**config.mk**
```make
export PLATFORM = sky130hd
export DESIGN_NAME = rvsteel_uart_receiver
export DESIGN_NICKNAME = d
export VERILOG_FILES = /design/src/rtl/rvsteel_uart_receiver.sv
export SDC_FILE = /design/constraint.sdc
export NUM_CORES = 1
export LEC_CHECK = 0
export ABC_AREA = 1
export CAP_MARGIN = 20
export CORE_UTILIZATION = 45
export CTS_BUF_LIST = sky130_fd_sc_hd__clkbuf_8
export DETAILED_ROUTE_END_ITERATION = 6
export MAX_ROUTING_LAYER = met4
export PLACE_DENSITY_LB_ADDON = 0.25
export SYNTH_ARGS = -nofsm -noshare
export SYNTH_HDL_FRONTEND = slang
export SYNTH_SLANG_ARGS = --single-unit
export TNS_END_PERCENT = 10
```
**constraint.sdc**
```tcl
create_clock -name clock -period 2.28 [get_ports clock]
set_clock_uncertainty 0.05 [all_clocks]
set_input_delay 0.456 -clock clock [delete_from_list [all_inputs] [get_ports clock]]
set_output_delay 0.456 -clock clock [all_outputs]
set_load 0.01 [all_outputs]
```
**src/rtl/rvsteel_uart_receiver.sv**
```systemverilog
// rvsteel_uart_receiver
//   UART receiver (8N1, LSB first) with a first-word-fall-through receive FIFO.
//   The line is synchronised, the start bit is confirmed at mid-bit, and each
//   following bit is sampled one bit period later, which lands near mid-bit.
//   Completed bytes drain over a valid/ready handshake.
//   Optional macro UART_RX_PARITY_EN: 8E1 framing with an even-parity check.
module rvsteel_uart_receiver #(
    parameter int CLOCK_FREQUENCY = 27000000,
    parameter int UART_BAUD_RATE  = 9600,
    parameter int FIFO_DEPTH      = 8
) (
    input  logic                          clock,
    input  logic                          reset,
    input  logic                          uart_rx,
    output logic [7:0]                    rx_data,
    output logic                          rx_valid,
    input  logic                          rx_ready,
    output logic [$clog2(FIFO_DEPTH):0]   rx_count,
    output logic                          frame_error,
    output logic                          overrun_error
);

    localparam int CYCLES_PER_BAUD = CLOCK_FREQUENCY / UART_BAUD_RATE;
    localparam int BAUD_W          = $clog2(CYCLES_PER_BAUD + 1);
    localparam logic [BAUD_W-1:0] BAUD_LAST = BAUD_W'(CYCLES_PER_BAUD - 1);
    localparam logic [BAUD_W-1:0] BAUD_HALF = BAUD_W'(CYCLES_PER_BAUD / 2);
    localparam int PTR_W           = $clog2(FIFO_DEPTH);
    localparam int CNT_W           = PTR_W + 1;
    localparam logic [CNT_W-1:0] FIFO_FULL = CNT_W'(FIFO_DEPTH);

`ifdef UART_RX_PARITY_EN
    typedef enum logic [2:0] {
        IDLE, START, DATA, PARITY, STOP, BREAK
    } state_t;
`else
    typedef enum logic [2:0] {
        IDLE, START, DATA, STOP, BREAK
    } state_t;
`endif

    logic              sync_meta_q, sync_meta_d;
    logic              sync_line_q, sync_line_d;
    state_t            state_q, state_d;
    logic [BAUD_W-1:0] baud_cnt_q, baud_cnt_d;
    logic [2:0]        bit_idx_q, bit_idx_d;
    logic [7:0]        shift_q, shift_d;
`ifdef UART_RX_PARITY_EN
    logic              parity_q, parity_d;
`endif
    logic              frame_error_q, frame_error_d;
    logic              overrun_error_q, overrun_error_d;
    logic [PTR_W-1:0]  wr_ptr_q, wr_ptr_d;
    logic [PTR_W-1:0]  rd_ptr_q, rd_ptr_d;
    logic [CNT_W-1:0]  count_q, count_d;
    logic [7:0]        fifo_mem_q [FIFO_DEPTH];

    logic              line;
    logic              push;
    logic              pop;
    logic              fifo_full;
    logic              push_ok;

    assign line = sync_line_q;

    // Two-flop synchroniser for the asynchronous serial line.
    always_comb begin
        sync_meta_d = uart_rx;
        sync_line_d = sync_meta_q;
    end

    // Frame FSM: start-bit validation, bit sampling, stop/parity checking.
    always_comb begin
        state_d       = state_q;
        baud_cnt_d    = baud_cnt_q;
        bit_idx_d     = bit_idx_q;
        shift_d       = shift_q;
`ifdef UART_RX_PARITY_EN
        parity_d      = parity_q;
`endif
        frame_error_d = 1'b0;
        push          = 1'b0;
        case (state_q)
            IDLE: begin
                if (!line) begin
                    state_d    = START;
                    baud_cnt_d = '0;
                end
            end
            START: begin
                if (baud_cnt_q == BAUD_HALF) begin
                    baud_cnt_d = '0;
                    bit_idx_d  = '0;
                    state_d    = line ? IDLE : DATA;
                end else begin
                    baud_cnt_d = baud_cnt_q + 1'b1;
                end
            end
            DATA: begin
                if (baud_cnt_q == BAUD_LAST) begin
                    baud_cnt_d         = '0;
                    shift_d[bit_idx_q] = line;
                    if (bit_idx_q == 3'd7) begin
`ifdef UART_RX_PARITY_EN
                        state_d = PARITY;
`else
                        state_d = STOP;
`endif
                    end else begin
                        bit_idx_d = bit_idx_q + 1'b1;
                    end
                end else begin
                    baud_cnt_d = baud_cnt_q + 1'b1;
                end
            end
`ifdef UART_RX_PARITY_EN
            PARITY: begin
                if (baud_cnt_q == BAUD_LAST) begin
                    baud_cnt_d = '0;
                    parity_d   = line;
                    state_d    = STOP;
                end else begin
                    baud_cnt_d = baud_cnt_q + 1'b1;
                end
            end
`endif
            STOP: begin
                if (baud_cnt_q == BAUD_LAST) begin
                    baud_cnt_d = '0;
                    if (line) begin
`ifdef UART_RX_PARITY_EN
                        if (^{shift_q, parity_q}) begin
                            frame_error_d = 1'b1;
                        end else begin
                            push = 1'b1;
                        end
`else
                        push = 1'b1;
`endif
                        state_d = IDLE;
                    end else begin
                        frame_error_d = 1'b1;
                        state_d       = BREAK;
                    end
                end else begin
                    baud_cnt_d = baud_cnt_q + 1'b1;
                end
            end
            BREAK: begin
                if (line) begin
                    state_d    = IDLE;
                    baud_cnt_d = '0;
                end
            end
            default: begin
                state_d    = IDLE;
                baud_cnt_d = '0;
            end
        endcase
    end

    // FIFO bookkeeping: a pop frees a slot in the same cycle, so a push into a
    // full FIFO that coincides with a pop is accepted rather than dropped.
    always_comb begin
        pop             = rx_valid && rx_ready;
        fifo_full       = (count_q == FIFO_FULL);
        push_ok         = push && (!fifo_full || pop);
        overrun_error_d = push && fifo_full && !pop;
        wr_ptr_d        = push_ok ? wr_ptr_q + 1'b1 : wr_ptr_q;
        rd_ptr_d        = pop ? rd_ptr_q + 1'b1 : rd_ptr_q;
        count_d         = count_q + CNT_W'(push_ok) - CNT_W'(pop);
    end

    // State register for synchroniser, FSM, error pulses and FIFO pointers.
    always_ff @(posedge clock) begin
        if (reset) begin
            sync_meta_q     <= 1'b1;
            sync_line_q     <= 1'b1;
            state_q         <= IDLE;
            baud_cnt_q      <= '0;
            bit_idx_q       <= '0;
            shift_q         <= '0;
`ifdef UART_RX_PARITY_EN
            parity_q        <= 1'b0;
`endif
            frame_error_q   <= 1'b0;
            overrun_error_q <= 1'b0;
            wr_ptr_q        <= '0;
            rd_ptr_q        <= '0;
            count_q         <= '0;
        end else begin
            sync_meta_q     <= sync_meta_d;
            sync_line_q     <= sync_line_d;
            state_q         <= state_d;
            baud_cnt_q      <= baud_cnt_d;
            bit_idx_q       <= bit_idx_d;
            shift_q         <= shift_d;
`ifdef UART_RX_PARITY_EN
            parity_q        <= parity_d;
`endif
            frame_error_q   <= frame_error_d;
            overrun_error_q <= overrun_error_d;
            wr_ptr_q        <= wr_ptr_d;
            rd_ptr_q        <= rd_ptr_d;
            count_q         <= count_d;
        end
    end

    // FIFO storage; contents need no reset because the count gates visibility.
    always_ff @(posedge clock) begin
        if (!reset && push_ok) begin
            fifo_mem_q[wr_ptr_q] <= shift_q;
        end
    end

    assign rx_valid      = (count_q != '0);
    assign rx_data       = rx_valid ? fifo_mem_q[rd_ptr_q] : 8'h00;
    assign rx_count      = count_q;
    assign frame_error   = frame_error_q;
    assign overrun_error = overrun_error_q;

endmodule

```
## Word level (Yosys, flattened, before mapping)

Memory sizes are Yosys's and may differ from the RTL's. A register that Yosys moved wholly into a read port is not among the register bits.
Index checks and enable logic that the tools add are counted.

- Register bits: 40
- RAM bits: 64
- Bits of input ports: 4
- Output and inout bits: 15
- Logic and storage cells: 86
- Memories: 1

- Add/subtract/negate cells: 6
- Magnitude comparators: 2
- Equal/unequal tests: 15
- Muxes and demuxes: 30
- Bitwise logic cells: 2
- Reductions and logical operators: 19

Memories:

| name | words | bits a word | read ports | clocked after memory_dff | wr ports | line | RTL |
|---|---|---|---|---|---|---|---|
| fifo_mem_q | 8 | 8 | 1 | 1 | 1 | 55 | `logic [7:0] fifo_mem_q [FIFO_DEPTH];` |

Operator list:

| kind | number |
|---|---|
| two-way mux 12 bit | 4 |
| case mux 12 bit (4 select lines) | 1 |
| two-way mux 3 bit | 12 |
| case mux 3 bit (5 select lines) | 1 |
| inequality test 2 bit (second input constant) | 7 |
| adder 12 x 1 -> 12 bit (second input constant) | 1 |
| equality test 12 x 11 -> 1 bit (second input constant) | 1 |
| equality test 12 bit (second input constant) | 1 |
| adder 3 x 1 -> 3 bit (second input constant) | 3 |
| bitwise mux 8 bit | 1 |
| two-way mux 8 bit | 1 |
| two-way mux 1 bit | 7 |
| equality test 3 x 2 -> 1 bit (second input constant) | 2 |
| equality test 3 bit (second input constant) | 2 |
| logical AND 1 bit | 6 |
| case mux 3 bit (2 select lines) | 1 |
| AND reduction 6 bit | 1 |
| adder 4 x 1 -> 4 bit | 1 |
| equality test 4 bit (second input constant) | 1 |
| < comparator 3 x 4 -> 1 bit (second input constant) | 1 |
| AND reduction 2 bit | 2 |
| AND reduction 4 bit | 1 |
| nonzero test 4 bit | 1 |
| subtractor 4 x 1 -> 4 bit | 1 |
| other kinds (11) | 14 |

## Logic depth before layout (Yosys ltp)

Gate-level depths: netlist (run 1).

- Depth after elaboration: 7
- Depth in mapped cells: 13

## Worst setup path after synthesis (run 1)

Ideal clock, no wire load.

- Kind: flip-flop to flip-flop
- From: reg baud_cnt_q[1]
- To: reg count_q[2], in the netlist rx_count[2]
- Library setup time: 0.127 ns
- Data arrival time: 1.986 ns
- Setup slack: 0.117 ns
- Stages on the path, launching flop included: 13
- Period minus slack after synthesis: 2.163 ns
- Cell sequence: dfxtp_1 > ha_1 > inv_1 > nor2_1 > nand3_4 > nor2_8 > inv_1 > nand2_1 > nand2_1 > ha_1 > fa_1 > xnor2_1 > nor2_1

- Longest elaborated chain between the ends: 6

Ends and longest elaborated chain:

| item | line | RTL |
|---|---|---|
| start: declaration | 44 | `logic [BAUD_W-1:0] baud_cnt_q, baud_cnt_d;` |
| start signal: assignment | 194 | `baud_cnt_q <= baud_cnt_d;` |
| equality test 12 bit | 127 | `if (baud_cnt_q == BAUD_LAST) begin` |
| two-way mux 1 bit | 127 |  |
| two-way mux 1 bit | 82 | `case (state_q)` |
| logical AND 1 bit | 166 | `push_ok = push && (!fifo_full \|\| pop);` |
| adder 4 x 1 -> 4 bit | 170 | `count_d = count_q + CNT_W'(push_ok) - CNT_W'(pop);` |
| subtractor 4 x 1 -> 4 bit | 170 |  |
| end signal: assignment | 204 | `count_q <= count_d;` |
| end: declaration | 54 | `logic [CNT_W-1:0] count_q, count_d;` |

Every way passes these cells.
A chain may end at the register's enable or synchronous reset.

==> flow_summary.yaml, run 1 <==
pwr:
  cellLeakagePower_uw: 0.002368
  power_density_nw_per_um2: 907.4
  peakVddDrop_v: 0.0006348
  p_total_uw: 5079
synthesis:
  synthSimpleGateAreaFrac: 0.2418
  netlist_area_um2: 4905
  ys_seq_elements: 107
  synth-warning-count: 0
  synth_fp_nets: 557
  synth_compound_area_frac: 0.08138
  synthXorXnorAreaFrac: 0.001786
  yosys.cell_types.count: 35
  ys_seq_area_frac: 0.5673
  synth_adder_area_share: 0.03214
  avgSynthCellArea_um2: 9.066
  synth_top_family_by_area: "simple AND/OR/NAND/NOR gates"
  syn_inst: 541
  synth.mux.area_fraction: 0.01633
layout:
  layout.nets: 596
  final_cell_mix: "nor2_1 (117), nand2_1 (92), edfxtp_1 (64)"
  diodes: 0
  final_common_cell: "nor2_1"
  area_growth_pct: 14.13
  layout-drive-gt1-share: 0.1248
  final_cells: 721
die:
  dieArea_um2: 11320
  fp.coreArea_um2: 10460
  fp.dieW_um: 106.4
  io_pins: 19
  start_util: 0.4688
  die_h_um: 106.4
  rows: 37
drt:
  vias: 3593
  vias_per_cell: 4.983
  first_pass_iters: 5
  ant_nets: 0
  routedWlPerCell_um: 13.16
  drt_wl_total_um: 9487
  drtIter0Drc: 161
  drc: 0
clocking:
  root_buffer: "clkbuf_8"
  cts_tree: "built"
  h-tree-depth: 3
  cts.sinks: 107
  postCtsSetupRepairBufs: 0
  cts_hold_buf: 0
  clock_latency_ps: 360
  cts_buffers: 9
  clk_pin_slew_ps: 90
  clock_path_buffers: 2
worst_setup_path:
  critPathKind: "flip-flop to primary output"
  crit_required_ps: 1770
  endpoint_kind: "primary output"
  r2r-start: "state_q[1]$_SDFFE_PP0P_"
  arrival_ps: 1720
  r2r_slack_ps: 180
  worst_setup_path_start_kind: "flip-flop"
  crit_path_max_fanout: 24
global_routing:
  top_usage_layer: "met2"
  grt_max_degree: 33
  grt_overflow: 0
  grt_pass1_vias: 3338
  grt_pass1_wl_um: 15780
  gr-usage-met3: 0.02759
  grt_usage: 0.1833
  use_met1: 0.2247
  antenna_found_initial: 0
  met2_usage: 0.3131
job:
  cap_violations: 0
timing:
  period_minus_slack_ps: 2231
  fin_tns_setup_ps: 0
  hold_violations: 0
  setup_viol: 0
  worst_pin_slew_ps: 353.2
  relSlewSlack: 0.7645
  drv_slew: 0
  min_period_over_period: 0.9784
  rsz0062_at_grt: "true"
  max_freq_mhz: 448.3
place:
  port_buffers: 18
  hpwl_um: 6846
  gp_congestion: 0.8898
  dp.cells: 705
min_path:
  hold_start: "sync_line_d$_SDFF_PP1_"
  hold_class: "flip-flop to flip-flop"
outcome:
  status: "complete, no violations"
report_power, final:
group | switching [µW] | internal, µW | total [µW]
logic | 1090 | 679 | 1770
registers | 101 | 2140 | 2250
clock network | 646 | 416 | 1060
total | 1840 | 3240 | 5080
worst max-delay path: stages, from the launching register on:
cell,delay [ps]
dfxtp_2,370
buf_12,180
nor2_1,60
nor2_1,90
o21ai_0,80
o21ai_0,70
o21ai_0,90
nor2_1,150
clkdlybuf4s15_1,260
worst paths after layout:
path | end | depth (start not counted)
max | rx_data[3] | 8
min | line$_SDFF_PP1_ | 1
max reg2reg | rx_count[1]$_SDFF_PP0_ | 11
min reg2reg | line$_SDFF_PP1_ | 1
cell families after synthesis:
logic type	count (synthesis)
buffers and inverters	71
DFF	107
xor gates and xnor gates	1
muxes	8
and+or+nand+nor	265
AOI/OAI and AO/OA	77
adders and majority gates	12
sequential cells by signal, summed over array words and instances (netlist names), named ones only:
signal and count:
wr_ptr_q 3, fifo_mem_q 64, frame_error 1, bit_idx_q 3, line 1, shift_q 8, state_q 3, rd_ptr_q 3
rx_count 4, sync_line_d 1, overrun_error 1, baud_cnt_q 12
metal layers:
| layer | part of all wire | up-vias |
|---|---|---|
| met2 | 0.49 | 60 |
| met1 | 0.46 | 1659 |
| met3 | 0.032 | 10 |
| li1 | - | 1864 |
| met4 | 0.013 | 0 |
| met5 | 0 | - |
stage by stage:
stage	area (µm²)	hold slack [ps]	util	worst slack, ps
floorplan	4905	339.5	-	117.0
global placement	5406	343.9	0.5167	78.63
detailed placement	5406	347.7	0.5167	9.448
CTS	5587	370.8	0.5340	6.351
global route	5598	387.4	0.5350	-34.28
finish	5598	367.7	0.5350	49.34
Yosys cell counts:
master	n	share of area
o22ai_1	9	0.011
nand3_1	19	0.019
inv_1	52	0.040
nand2_4	1	0.0023
nor2_2	2	0.0026
inv_4	1	0.0013
nand4_1	7	0.0089
dfxtp_1	43	0.18
buf_4	1	0.0015
nand2_1	92	0.070
edfxtp_1	64	0.39
nor2_8	2	0.0082
buf_6	1	0.0023
buf_2	8	0.0082
clkbuf_1	5	0.0038
nor2_1	118	0.090
mux2i_1	8	0.016
nand3_4	3	0.011
o211ai_1	1	0.0015
inv_2	2	0.0015
and2_1	1	0.0013
nand3_2	4	0.0082
nand3b_1	1	0.0015
buf_1	1	0.00076
or2_2	2	0.0026
nor3_1	7	0.0071
o21ai_1	2	0.0020
nor3_2	1	0.0020
nand2_2	4	0.0051
xnor2_1	1	0.0018
fa_1	1	0.0041
a21oi_1	12	0.012
and3_1	1	0.0013
ha_1	11	0.028
o21ai_0	53	0.054
cell type report:
class / count / area [µm²]
multi-input cells: 363 / 1847
inverters: 55 / 209.0
fillers: 965 / 4865
well taps: 136 / 170.2
repair buffers: 44 / 401.6
flip-flops and latches: 107 / 2786
clock inverters: 7 / 60.06
clock buffers: 9 / 123.9
repair_timing:
action	4_1_cts	5_1_grt
resized for setup	11	25
pin swaps	0	2
setup endpoints to repair	9	11
Note: power is estimated with default switching activity, not from simulation.
==> run 2, diff against run 1 <==
- CORE_UTILIZATION: 45 -> 35
==> run 2 against run 1 <==
Net effect: via count barely moved; combinational power barely moved; count of clock-buffer cells in the layout rose by 1; wire length rose by 0.64%; global-route usage fell by 3.6 points; sequential cell count did not move; sequential power barely moved.
==> flow_summary.yaml, run 2 (synthesis results as in run 1) <==
outcome:
  status: "complete, no violations"
clocking:
  cts.sinks: 107
  cts_hold_buf: 0
  cts_buffers: 9
  cts_tree: "built"
  h-tree-depth: 3
  clk_pin_slew_ps: 110
  root_buffer: "clkbuf_8"
  clock_latency_ps: 380
  postCtsSetupRepairBufs: 0
  clock_path_buffers: 2
min_path:
  hold_path_depth: 1
  hold_class: "flip-flop to flip-flop"
drt:
  drtIter0Drc: 165
  first_pass_iters: 4
  top_layer: "met4"
  drc: 0
  vias_per_cell: 4.698
  routedWlPerCell_um: 12.48
  dr_wl_met2_um: 4485
  met1_length_um: 4630
  ant_nets: 0
  wl_met3_um: 248
  vias: 3594
  drt_wl_total_um: 9548
place:
  gp_congestion: 0.8530
  place_ws_ps: 75.79
  port_buffers: 18
  placed_cell_area_um2: 5461
  hpwl_um: 6986
worst_setup_path:
  crit_path_max_fanout: 16
  endpoint_kind: "primary output"
  crit_required_ps: 1770
  arrival_ps: 1680
  crit_chain: "buf_12 > mux2i_1 > o22ai_1 > nor2_1 > nor2_1 > dlygate4sd2_1"
  crit_slowest_cell: "dfxtp_4"
  reg2reg_depth: 12
  worst_setup_path_start_kind: "flip-flop"
  critPathKind: "flip-flop to primary output"
  cpMostUsedCell: "nor2_1"
  cpPeakStageDelay_ps: 390
layout:
  layout.nets: 600
  largest_registers: "fifo_mem_q x64, baud_cnt_q x12, shift_q x8"
  area_growth_pct: 15.66
  final_cell_mix: "nor2_1 (113), nand2_1 (92), edfxtp_1 (64)"
  finish.instance_area_um2: 5673
  final_common_cell: "nor2_1"
  diodes: 0
  layout-drive-gt1-share: 0.1426
  top_register: "fifo_mem_q"
  largest_register_ff_count: 64
timing:
  rsz0062_at_grt: "true"
  fin_tns_setup_ps: 0
  min_period_over_period: 0.9600
  drv_slew: 0
  worst_pin_slew_ps: 383.9
  max_freq_mhz: 456.8
  period_minus_slack_ps: 2189
  relSlewSlack: 0.7441
  fin_ws_ps: 91.09
  setup_viol: 0
  hold_violations: 0
  whs_ps: 374.5
pwr:
  peakVddDrop_v: 0.0003226
  p_total_uw: 5206
  cellLeakagePower_uw: 0.002396
  power_density_nw_per_um2: 917.7
global_routing:
  grt_pass1_vias: 3429
  grt_pass1_wl_um: 16130
  grt_usage: 0.1476
  antenna_found_initial: 0
  grt_overflow: 0
  grt_max_degree: 33
job:
  cap_violations: 0
die:
  start_util: 0.3646
  die_h_um: 120.4
  fp.coreArea_um2: 13450
  rows: 42
  fp.dieW_um: 120.4
  dieArea_um2: 14490
  io_pins: 19
[run 2: what timing repair did]
item / in CTS / in global routing
gates resized for setup: 20 / 38
pin swaps: 0 / 5
setup endpoints to repair: 9 / 11
[run 2: final cells by class]
class | instances | area, µm²
Tap cell | 176 | 220.2
Clock buffer | 10 | 137.6
Fill cell | 1371 | 7780
Sequential cell | 107 | 2789
Timing Repair Buffer | 48 | 404.1
Inverter | 55 | 209.0
Clock inverter | 6 | 60.06
Multi-Input combinational cell | 363 | 1853
[run 2: worst paths after layout]
check	startpoint	endpoint	slack, ps
min reg2reg	sync_line_d$_SDFF_PP1_	line$_SDFF_PP1_	370
min	sync_line_d$_SDFF_PP1_	line$_SDFF_PP1_	370
max	flip-flop	rx_data[7]	90
max reg2reg	state_q[2]$_SDFFE_PP0P_	rx_count[2]$_SDFF_PP0_	200
[run 2: per-stage QoR]
| step | util | std cells |
|---|---|---|
| after floorplan | - | 541 |
| after global placement | 0.4060 | 749 |
| after detailed placement | 0.4060 | 749 |
| after CTS | 0.4214 | 765 |
| after global routing | 0.4217 | 765 |
| final | 0.4217 | 765 |
[run 2: metal layers]
metal / global-route usage / vias to the layer above
met5: - / -
met4: 0.06250 / 0
met3: 0.03208 / 15
met2: 0.2399 / 38
met1: 0.1772 / 1664
li1: - / 1877
[run 2: worst max-delay path: cells and delay by family (launching register included)]
kind / cells / cell delay (ps)
DFF: 1 / 390
muxes: 1 / 200
and+or+nand+nor: 2 / 190
AOI/OAI and AO/OA: 1 / 90
buffers and inverters: 2 / 430
[run 2: report_power, final]
| part | leakage (µW) | switching, µW | internal (µW) |
|---|---|---|---|
| Combinational | 0.00120 | 1100 | 688 |
| Clock | 0.000103 | 709 | 460 |
| Sequential | 0.00110 | 104 | 2150 |
